### config.mk
export PLATFORM = sky130hd
export DESIGN_NAME = reset_request_collector
export DESIGN_NICKNAME = d
export VERILOG_FILES = /design/src/rtl/reset_collector_pkg.sv /design/src/rtl/reset_request_collector.sv
export SDC_FILE = /design/constraint.sdc
export NUM_CORES = 1
export LEC_CHECK = 0
export CORE_MARGIN = 4
export CORE_UTILIZATION = 52
export CTS_CLUSTER_DIAMETER = 100
export DETAILED_ROUTE_END_ITERATION = 8
export PLACE_DENSITY_LB_ADDON = 0.25
export SYNTH_ARGS = -nofsm -noshare
export SYNTH_HDL_FRONTEND = slang
export SYNTH_SLANG_ARGS = --single-unit
export TNS_END_PERCENT = 10
### constraint.sdc
create_clock -name clock -period 3.9 [get_ports clock]
set_clock_uncertainty 0.1 [all_clocks]
set_input_delay 0.39 -clock clock [delete_from_list [all_inputs] [get_ports clock]]
set_output_delay 0.39 -clock clock [all_outputs]
set_load 0.01 [all_outputs]
### src/rtl/reset_collector_pkg.sv
`default_nettype none
// ============================================================================
//  Module      : reset_collector_pkg
//  Description : Shared types and limits for the reset request collector.
//  Revision    : 1.0  initial release
// ============================================================================
package reset_collector_pkg;

  // Largest supported number of request sources.
  localparam int RRC_MAX_SRC = 32;

  // Collector FSM states.
  typedef enum logic [1:0] {
    IDLE  = 2'd0,
    HOLD  = 2'd1,
    DRAIN = 2'd2
  } rrc_state_e;

endpackage : reset_collector_pkg
`default_nettype wire

### src/rtl/reset_request_collector.sv
`default_nettype none
// ============================================================================
//  Module      : reset_request_collector
//  Description : Merges level reset requests from N_SRC sinks into one
//                stretched, flop-driven reset. Records which sources caused
//                resets (sticky cause) and acknowledges every participant of
//                an episode when the merged reset is released.
//  Revision    : 1.0  initial release
// ============================================================================
module reset_request_collector
  import reset_collector_pkg::*;
#(
  parameter int N_SRC       = 8,
  parameter int HOLD_CYCLES = 16
) (
  input  logic             clock,
  input  logic             reset,
  input  logic [N_SRC-1:0] req,
  input  logic             cause_clear,
  output logic             out_reset,
  output logic             busy,
  output logic [N_SRC-1:0] ack,
  output logic [N_SRC-1:0] cause
);

  // Counter is sized to hold HOLD_CYCLES so it can never wrap while in HOLD.
  localparam int             CW       = $clog2(HOLD_CYCLES + 1);
  localparam logic [CW-1:0]  CNT_LAST = CW'(HOLD_CYCLES - 1);

  // Parameter sanity checks, evaluated at elaboration.
  if (HOLD_CYCLES < 1) begin : g_bad_hold
    $error("reset_request_collector: HOLD_CYCLES must be >= 1");
  end
  if ((N_SRC < 1) || (N_SRC > RRC_MAX_SRC)) begin : g_bad_nsrc
    $error("reset_request_collector: N_SRC must be within 1..32");
  end

  rrc_state_e       state_q;
  logic [CW-1:0]    cnt_q;
  logic [N_SRC-1:0] episode_q;
  logic [N_SRC-1:0] ack_q;
  logic [N_SRC-1:0] cause_q;
  logic [N_SRC-1:0] cause_d;
  logic             out_reset_q;
  logic             busy_q;

  // Episode FSM: stretch the merged reset, track participants, pulse ack on release.
  always_ff @(posedge clock) begin
    if (reset) begin
      state_q     <= HOLD;
      cnt_q       <= '0;
      out_reset_q <= 1'b1;
      busy_q      <= 1'b1;
      episode_q   <= '0;
      ack_q       <= '0;
    end else begin
      ack_q <= '0;
      unique case (state_q)
        IDLE: begin
          if (|req) begin
            state_q     <= HOLD;
            cnt_q       <= '0;
            episode_q   <= req;
            out_reset_q <= 1'b1;
            busy_q      <= 1'b1;
          end
        end
        HOLD: begin
          // Requests dropping here do not shorten the stretch; late joiners are recorded.
          episode_q <= episode_q | req;
          cnt_q     <= cnt_q + CW'(1);
          if (cnt_q == CNT_LAST) begin
            state_q <= DRAIN;
          end
        end
        DRAIN: begin
          if (|req) begin
            episode_q <= episode_q | req;
          end else begin
            state_q     <= IDLE;
            out_reset_q <= 1'b0;
            busy_q      <= 1'b0;
            ack_q       <= episode_q;
            episode_q   <= '0;
          end
        end
        default: begin
          // Unreachable encoding: recover by starting a fresh stretch.
          state_q     <= HOLD;
          cnt_q       <= '0;
          out_reset_q <= 1'b1;
          busy_q      <= 1'b1;
          episode_q   <= '0;
        end
      endcase
    end
  end

  // Sticky cause: new requests win over a clear arriving in the same cycle.
  always_comb begin
    cause_d = cause_clear ? req : (cause_q | req);
  end

  // Cause register; wiped by block reset.
  always_ff @(posedge clock) begin
    if (reset) begin
      cause_q <= '0;
    end else begin
      cause_q <= cause_d;
    end
  end

  assign out_reset = out_reset_q;
  assign busy      = busy_q;
  assign ack       = ack_q;
  assign cause     = cause_q;

endmodule : reset_request_collector
`default_nettype wire

==> results.sh <==
export IMPL_status="completed"
export IMPL_crit_family="simple AND/OR/NAND/NOR gates"
export IMPL_cts_resized=0
export IMPL_power_w=0.000687
export IMPL_cp_depth=7
export IMPL_viasPerCell=5.45
export IMPL_netlist_area_leader_share=0.499
export IMPL_crit_top_cell="ha_1"
export IMPL_finalSetupTns_ns=0
export IMPL_reg2reg_from="cnt_q[0]"
export IMPL_crit_type="reg -> reg"
export IMPL_die_x_um=57.7
export IMPL_period_share=0.510
export IMPL_drt_total_wl_um=2600
export IMPL_overflow=0
export IMPL_synth_most_common_cell="dfxtp_1"
export IMPL_drive_gt1_frac=0.118
export IMPL_antenna_cells=0
export IMPL_synth_cells=128
export IMPL_path_cells="ha_1 > and3_1 > ha_1 > nor2b_1 > a211oi_1 > or3_1 > a21o_1"
export IMPL_hold_buffers=0
export IMPL_htree_levels=2
export IMPL_reg2reg_slack_ns=1.91
export IMPL_cp_slowest_cell="or3_1"
export IMPL_end_kind="flip-flop"
export IMPL_cp_required_ns=4.03
export IMPL_cellPowerDensity_mw_per_mm2=409
export IMPL_synth_seq_area_share=0.499
export IMPL_yosysWarnings=0
export IMPL_yosys_top_cells_area="dfxtp_1, a21oi_1, nor2_1"
export IMPL_worstHoldStart="episode_q[3]"
export IMPL_cts_buffers=5
export IMPL_synthesis_nets=145
export IMPL_synth_top_cell_by_area="dfxtp_1"
export IMPL_whs_ns=0.368
export IMPL_cts_setup_buffers=0
export IMPL_worst_slew_pin_slew_ns=0.711
export IMPL_die_h_um=57.7
export IMPL_leakage_nw=0.664
export IMPL_grt_use_total=0.183
export IMPL_ant_nets=0
export IMPL_crit_start="cnt_q[0]"
export IMPL_post_dp_cell_area_mm2=0.00159
export IMPL_vias=1030
export IMPL_synth_commonest_cells="dfxtp_1, nor2_1, a21oi_1"
export IMPL_gp_congestion=0.860
export IMPL_period_minus_slack_ns=1.99
export IMPL_grt_max_degree=21
export IMPL_num_io_pins=29
export IMPL_syn_area_per_cell_um2=10.0
export IMPL_core_area_mm2=0.00228
export IMPL_worstPathArrival_ns=2.12
export IMPL_instances_no_fill=189
export IMPL_drtIter0Drc=17
export IMPL_crit_buf_inv=0
export IMPL_firstDrtPassIters=4
export IMPL_fin_area_mm2=0.00168
export IMPL_ys_seq_elements=32
export IMPL_cts_root_buf="clkbuf_4"
export IMPL_r2r_end="state_q[0]"
export IMPL_clk_latency_ns=0.33
export IMPL_grt_pass1_vias=1036
export IMPL_async_flop_share=0
export IMPL_worst_hold_path_type="reg -> reg"
export IMPL_port_buffers=28
export IMPL_report_final_slew_viol_count=0
export IMPL_dp_cells=181
export IMPL_nNetsFinal=177
export IMPL_row_count=17
export IMPL_rsz0062_at_grt="no"
export IMPL_maxCapViolCount=0
export IMPL_die_area_mm2=0.00333
export IMPL_setup_worst_path_start_class="flip-flop"
export IMPL_timing_fmax_mhz=502
export IMPL_area_growth_pct=30.8
export IMPL_synth_edff_count=0
export IMPL_finalSetupViolations=0
export IMPL_cts_buffer_depth=2
export IMPL_max_slew_margin_rel=0.525
export IMPL_hold_violations=0
export IMPL_crit_path_end="state_q[0]"
export IMPL_peakVddDrop_uv=376
export IMPL_path_clk_slew_ns=0.10
export IMPL_antenna_found_initial=0
export IMPL_start_util=0.565
export IMPL_drc=0
export IMPL_hpwl_um=1930
export IMPL_wl_per_cell_um=13.7
export IMPL_synth_cell_types=35
export IMPL_netlist_area_mm2=0.00128
export IMPL_crit_fanout=4
export IMPL_cp_slowest_stage_delay_ns=0.37
export IMPL_cts_tree="built"
export IMPL_yosys_most_used_dff="dfxtp_1"
export IMPL_cts_sinks=32
export IMPL_grt_pass1_wl_um=4640
export IMPL_reg2reg_depth=7
-- report_power, final --
group / leakage [nW] / switching [W] / internal, W
combinational: 0.349 / 0.0000304 / 0.0000305
sequential: 0.264 / 0.00000781 / 0.000341
clock: 0.0515 / 0.000108 / 0.000170
total: 0.664 / 0.000146 / 0.000542
-- cell families (layout without fill, tap and decap cells) --
kind of cell,count (synthesis),after routing,share of synthesized area
AO/OA/AOI/OAI,32,32,0.163
adder cells (fa/ha/maj),6,6,0.0584
buffers and inverters,8,41,0.0263
flip-flops,32,32,0.499
multiplexers,1,1,0.00779
AND/OR/NAND/NOR,49,49,0.246
-- worst reg2reg max path: cells and delay by family (launching register included) --
kind	cells	cell delay, ns
compound gates	2	0.25
fa+ha+maj	2	0.42
flops	1	0.34
simple gates	3	0.77
-- layer usage --
layer / global-route usage / share of wire
met1: 0.221 / 0.44
met2: 0.284 / 0.46
met3: 0.0824 / 0.093
met4: 0.0695 / 0.010
met5: 0 / 0
-- area by class of cell --
cell class | count | area [µm²]
flip-flops and latches | 32 | 641
multi-input cells | 88 | 611
fillers | 174 | 596
repair buffers | 28 | 280
clock buffers | 7 | 65.1
well taps | 28 | 35.0
clock inverters | 1 | 30.0
inverters | 5 | 18.8
-- flip-flops by register name, summed over array words and instances, names as in the netlist --
register,count
cause,8
ack,8
episode_q,8
cnt_q,5
state_q,2
busy,1
-- how the worst min path moves through the flow --
stage | endpoint | slack, ns | cells past startpoint
floorplan | ack[0] | 0.33 | 1
global placement | ack[6] | 0.34 | 1
detailed placement | ack[3] | 0.35 | 1
CTS | ack[3] | 0.37 | 1
global route | ack[4] | 0.38 | 1
finish | ack[3] | 0.37 | 1
-- stage by stage --
stage / setup WS, ns / utilization
CTS: 1.90 / 0.738
global placement: 1.61 / 0.697
floorplan: 2.07 / -
global route: 1.84 / 0.738
detailed placement: 1.59 / 0.697
finish: 1.91 / 0.738
-- placed cells by master (no fill, tap or decap), types with 3 or more instances in the layout --
| cell | netlist | routed |
|---|---|---|
| a21oi_1 | 17 | 17 |
| and2_1 | 8 | 8 |
| clkbuf_4 | 0 | 5 |
| clkdlybuf4s50_1 | 0 | 28 |
| dfxtp_1 | 32 | 32 |
| ha_1 | 6 | 6 |
| inv_1 | 5 | 5 |
| nand2b_1 | 4 | 4 |
| nand3_1 | 3 | 3 |
| nor2_1 | 21 | 21 |
No activity file was read; power rests on OpenSTA's default activity.
